### src/rtl/bullet_controller.sv
// Single player-bullet slot: launches from the muzzle on a frame tick, climbs
// once per frame, retires on hit or at the top, then waits out a cooldown.
module bullet_controller #(
    parameter int BULLET_SPEED    = 4,
    parameter int BULLET_LEN      = 4,
    parameter int MUZZLE_OFFSET   = 12,
    parameter int TOP_Y           = 0,
    parameter int COOLDOWN_FRAMES = 8
) (
    input  logic       Clk,
    input  logic       Reset,
    input  logic       frame_clk,
    input  logic       game_active,
    input  logic       fire,
    input  logic [9:0] playerX,
    input  logic [9:0] playerY,
    input  logic       hit,
    output logic       bullet_in,
    output logic [9:0] bulletX,
    output logic [9:0] bulletY,
    output logic       fired,
    output logic       score_pulse
);

    localparam int         CNT_W    = 8;
    localparam logic [9:0] SPEED    = 10'(BULLET_SPEED);
    localparam logic [9:0] LEN      = 10'(BULLET_LEN);
    localparam logic [9:0] MUZZLE   = 10'(MUZZLE_OFFSET);
    localparam logic [9:0] EXPIRE_Y = 10'(TOP_Y + BULLET_SPEED);
    localparam logic [CNT_W-1:0] CD_LOAD = CNT_W'(COOLDOWN_FRAMES);

    typedef enum logic [1:0] {
        IDLE     = 2'd0,
        FLIGHT   = 2'd1,
        COOLDOWN = 2'd2
    } state_t;

    state_t           state, state_n;
    logic [CNT_W-1:0] cnt, cnt_n;
    logic [9:0]       x_n, y_n;
    logic             fired_n, score_n;
    logic             s1, s2, s3;
    logic             frame_tick;

    // frame_clk is from the video domain: two-flop sync, then rising-edge detect
    always_ff @(posedge Clk or posedge Reset) begin
        if (Reset) begin
            s1 <= 1'b0;
            s2 <= 1'b0;
            s3 <= 1'b0;
        end else begin
            s1 <= frame_clk;
            s2 <= s1;
            s3 <= s2;
        end
    end

    assign frame_tick = s2 & ~s3;

    always_ff @(posedge Clk or posedge Reset) begin
        if (Reset) begin
            state       <= IDLE;
            cnt         <= '0;
            bulletX     <= '0;
            bulletY     <= '0;
            bullet_in   <= 1'b0;
            fired       <= 1'b0;
            score_pulse <= 1'b0;
        end else begin
            state       <= state_n;
            cnt         <= cnt_n;
            bulletX     <= x_n;
            bulletY     <= y_n;
            bullet_in   <= (state_n == FLIGHT);
            fired       <= fired_n;
            score_pulse <= score_n;
        end
    end

    always_comb begin
        state_n = state;
        cnt_n   = cnt;
        x_n     = bulletX;
        y_n     = bulletY;
        fired_n = 1'b0;
        score_n = 1'b0;
        if (!game_active) begin
            // leaving play overrides everything; position is left as-is
            state_n = IDLE;
            cnt_n   = '0;
        end else begin
            unique case (state)
                IDLE: begin
                    if (frame_tick && fire) begin
                        state_n = FLIGHT;
                        x_n     = playerX + MUZZLE;
                        y_n     = (playerY >= LEN) ? playerY - LEN : '0;
                        fired_n = 1'b1;
                    end
                end
                FLIGHT: begin
                    if (hit) begin
                        state_n = COOLDOWN;
                        cnt_n   = CD_LOAD;
                        score_n = 1'b1;
                    end else if (frame_tick) begin
                        // compare before subtracting so bulletY never wraps
                        if (bulletY < EXPIRE_Y) begin
                            state_n = COOLDOWN;
                            cnt_n   = CD_LOAD;
                        end else begin
                            y_n = bulletY - SPEED;
                        end
                    end
                end
                COOLDOWN: begin
                    if (frame_tick) begin
                        if (cnt == '0) state_n = IDLE;
                        else           cnt_n   = cnt - 1'b1;
                    end
                end
                default: begin
                    state_n = IDLE;
                    cnt_n   = '0;
                end
            endcase
        end
    end

endmodule

### config.mk
export PLATFORM = sky130hd
export DESIGN_NAME = bullet_controller
export DESIGN_NICKNAME = d
export VERILOG_FILES = /design/src/rtl/bullet_controller.sv
export SDC_FILE = /design/constraint.sdc
export NUM_CORES = 1
export LEC_CHECK = 0
export ABC_CLOCK_PERIOD_IN_PS = 3000
export CORE_MARGIN = 10
export CORE_UTILIZATION = 45
export CTS_CLUSTER_DIAMETER = 40
export DETAILED_ROUTE_END_ITERATION = 6
export DONT_BUFFER_PORTS = 1
export PLACE_DENSITY = 0.62
export REMOVE_ABC_BUFFERS = 1
export SLEW_MARGIN = 10
export SYNTH_ARGS = -nofsm -noshare
export SYNTH_HDL_FRONTEND = slang
export SYNTH_SLANG_ARGS = --single-unit
### constraint.sdc
create_clock -name Clk -period 3 [get_ports Clk]
set_input_delay 0.3 -clock Clk [delete_from_list [all_inputs] [get_ports Clk]]
set_output_delay 0.3 -clock Clk [all_outputs]
set_load 0.005 [all_outputs]
==> parameters.txt <==
Parameter                              Value

Worst setup path
  Critical path peak fanout ... 10
  CP Class ... reg -> reg
  Crit path from ... state[1]$_DFF_PP0_
  Endpoint arrival time on the critical path ... around 2600 ps
  Critical Path RT ... ~3200 ps
  Critical Path Source Type ... flop
  Endpoint class of the critical path ... flop
  Slack of the worst reg-to-reg path ... 560 ps
  Reg-to-Reg Start ... state[1]$_DFF_PP0_

Synth
  Portion of synthesized cell area occupied by the leading cell type ... between 30% and 40%
  Compound-gate portion of the synthesized area ... 23.53%
  Adder and majority cell fraction of the synthesized area ... about 5%
  Commonest register cell after synthesis ... dfrtp_1
  Share of async-settable or async-resettable flops after synthesis ... 100.0%
  Synth unique cells ... 56
  Number of synthesized flops with an enable pin ... 0
  Dominant combinational cell family by area after synthesis ... simple AND/OR/NAND/NOR gates
  Most area-hungry cell type in the Yosys netlist ... dfrtp_1
  Ranking of synthesized cells by area ... dfrtp_1, o21ai_0, ha_1
  Synth Instances ... 248
  Xor/xnor share of the synthesized area ... under 10%
  Total standard cell area after synthesis ... between 0.002 and 0.0025 mm^2
  Proportion of synthesized area in mux cells ... less than 1%
  Number of synthesis warnings ... 0
  Mean cell area of the mapped netlist ... 9.349 um^2
  Synth Register Bits ... 36
  Post-synthesis simple-gate area fraction ... 24.28%
  Post-synthesis sequential area ratio ... between 30% and 40%

Timing
  Normalized max-slew margin ... between 30% and 40%
  Total Negative Setup Slacks ... 0 ps
  Peak clock frequency supported by timing ... ~400 MHz
  Min Clock Period, post-route ... between 2000 and 2500 ps
  Final Slew Violations ... 0
  RSZ-0062 raised after global routing ... false
  Count of final hold-check violations ... 15
  Final hold slack ... -5.559 ps
  Final clock skew ... 11.13 ps
  PnR worst setup slack ... ~560 ps
  Final setup violation count ... 0
  Transition time of the tightest slew-check pin ... 901.2 ps
  Final period util ... about four fifths

Global route
  Largest net degree at the start of global routing ... 37
  GR Util All Layers ... a little over an eighth
  Vias in the first global route ... around 1800
  Aggregate global routing overflow ... 0
  Number of antenna violations at the first check in global routing ... 0
  Wire length of the first global-routing pass ... 9246 um

Route
  Routed met3 length ... around 330 um
  First-pass detailed-route iteration total ... 4
  Total DRC errors in the routed layout ... 0
  Detailed Route WL ... around 5400 um
  Iter 0 DRT Violations ... 169
  Via total after detailed routing ... around 1900
  Final antenna-violating net count ... 0
  DR vias/cell ... between 5 and 6
  Routed length per instance ... about 17 um
  Uppermost layer routed ... met4
  Met1 Wirelength ... ~2600 um
  Detailed-routed wire length on met2 ... 2492 um

Run
  Total of max-cap violations ... 0

Finish
  Fraction of final layout cells with drive strength greater than 1 ... between 10% and 20%
  Final core utilization ... around 49%
  Number of standard cells in the layout, taps in and fillers out ... 322
  Layout fillers ... between 400 and 500
  Finished layout cell area ... 0.002490 mm^2
  Diodes inserted ... 0
  Area taken by flip-flops and latches ... ~900 um^2
  Final #Nets ... about 290
  Area Overhead vs Synth ... 7.393%
  Total area of multi-input combinational cells ... between 0.001 and 0.0015 mm^2

Power
  Areal power density over the cells ... between 500 and 600 mW/mm^2
  Leakage ... slightly below 1 nW
  Worst vdd rail ir drop ... about 0.34 mV
  Total power ... roughly 1.3 mW

CTS
  Post-CTS resize count ... 0
  Number of buffers added by the clock tree synthesis step ... 5
  CTS tree ... done
  Number of clock sinks seen by CTS ... 36
  Post-CTS setup-driven buffer insertion count ... 0
  Clock latency at the later pin of the worst-skew pair ... a little under 300 ps
  CTS root buffer ... clkbuf_8
  Post-CTS clock slew at the launch and capture registers of the worst setup and hold paths ... about 80 ps
  Count of hold buffers inserted by post-cts repair ... 0
  Maximum clock path buffer count ... 2
  Maximum level of the CTS H-tree ... 2

Die
  Row count ... 26
  Core Footprint ... just over 0.005 mm^2
  Num ports ... between 40 and 50
  Die width ... just over 90 um
  DIE AREA ... approximately 0.0084 mm^2
  Vertical die dimension ... 91.78 um
  Starting density of the core ... a little under half

Placed design
  Setup WS pre-CTS ... 590.0 ps
  Count of placed standard cells including taps ... roughly 310
  Instance area after placement ... 0.002397 mm^2
  DPL Wire Length ... a little over 4000 um
  Last weighted congestion value of the routability-driven placer ... 0.8528
  Port Buf Inserts ... 0

Outcome
  Violated checks ... hold timing
  Run status ... finished, violations left

Worst hold path
  Type of the worst min-delay path ... in -> async
-- critical path: stages, from the launching register on --
cell       delay (ps)
dfrtp_1           420
inv_1              90
ha_1              320
inv_1             220
a2111oi_4         320
buf_4             200
and2_0            430
mux2_4            340
-- registers in the layout, indices dropped and copies added (netlist names) --
name and cells:
cnt 8, s1 1, bulletX 10, bulletY 10
score_pulse 1, state 2, s3 1, fired 1
bullet_in 1, s2 1
-- worst paths after layout --
| path | to | cells past startpoint |
|---|---|---|
| min in group Clk | s1$_DFF_PP0_ | 0 |
| max in group asynchronous | bulletY[2]$_DFFE_PP0P_ | 2 |
| max | bulletY[3]$_DFFE_PP0P_ | 7 |
| min reg2reg | s2$_DFF_PP0_ | 0 |
| max reg2reg | bulletY[3]$_DFFE_PP0P_ | 7 |
| min | cnt[3]$_DFFE_PP0P_ | 2 |
-- synthesized netlist by cell type, drive strengths merged, types with 2 or more instances --
master   instances
dfrtp           36
o21ai           25
nand2           24
inv             19
nand3           12
nor2            10
ha               9
o211ai           8
o31ai            7
or4              7
a21oi            6
xnor2            6
clkbuf           5
o311ai           5
or3              5
a31oi            4
nand2b           4
nor3             4
nor3b            4
or4b             4
a32o             3
nor2b            3
nor4             3
or2              3
xor2             3
a2111oi          2
a21o             2
a22o             2
and2             2
buf              2
nand4            2
o21bai           2
o22ai            2
-- power by group --
part | switching, mW | internal (mW) | total, mW
logic | 0.131 | 0.114 | 0.246
clock network | 0.191 | 0.164 | 0.355
registers | 0.117 | 0.565 | 0.681
-- layer usage --
metal	vias to the layer above	global-route usage, %
met3	6	4.564
li1	936	-
met5	-	0
met2	44	19.49
met1	892	17.63
met4	0	3.599
-- cell usage in the layout, fill, tap and decap left out, drive strengths merged, types with 4 or more instances in the layout --
cell and count:
or3 5, or4b 4, nand3 12, o21ai 25, nand2 24, xnor2 6
o31ai 7, nor2 10, ha 9, o311ai 5, a31oi 4, inv 19
nor3b 4, nand2b 4, clkbuf 5, a21oi 6, dfrtp 36, or4 7
nor3 4, o211ai 8
-- cells by family (layout without fill, tap and decap cells) --
kind of cell,count (synthesis),after routing
and+or+nand+nor,92,92
AOI/OAI and AO/OA,75,75
DFF,36,36
buffers and inverters,26,30
adders and majority gates,9,9
xor gates and xnor gates,9,9
muxes,1,1
-- cell type report --
cell class	count	area share (%)
well taps	70	3.518
repair buffers	3	0.9045
multi-input cells	186	52.81
clock inverters	3	0.9548
flip-flops and latches	36	36.18
inverters	19	2.864
clock buffers	5	2.764
(Power assumes the default switching activity.)
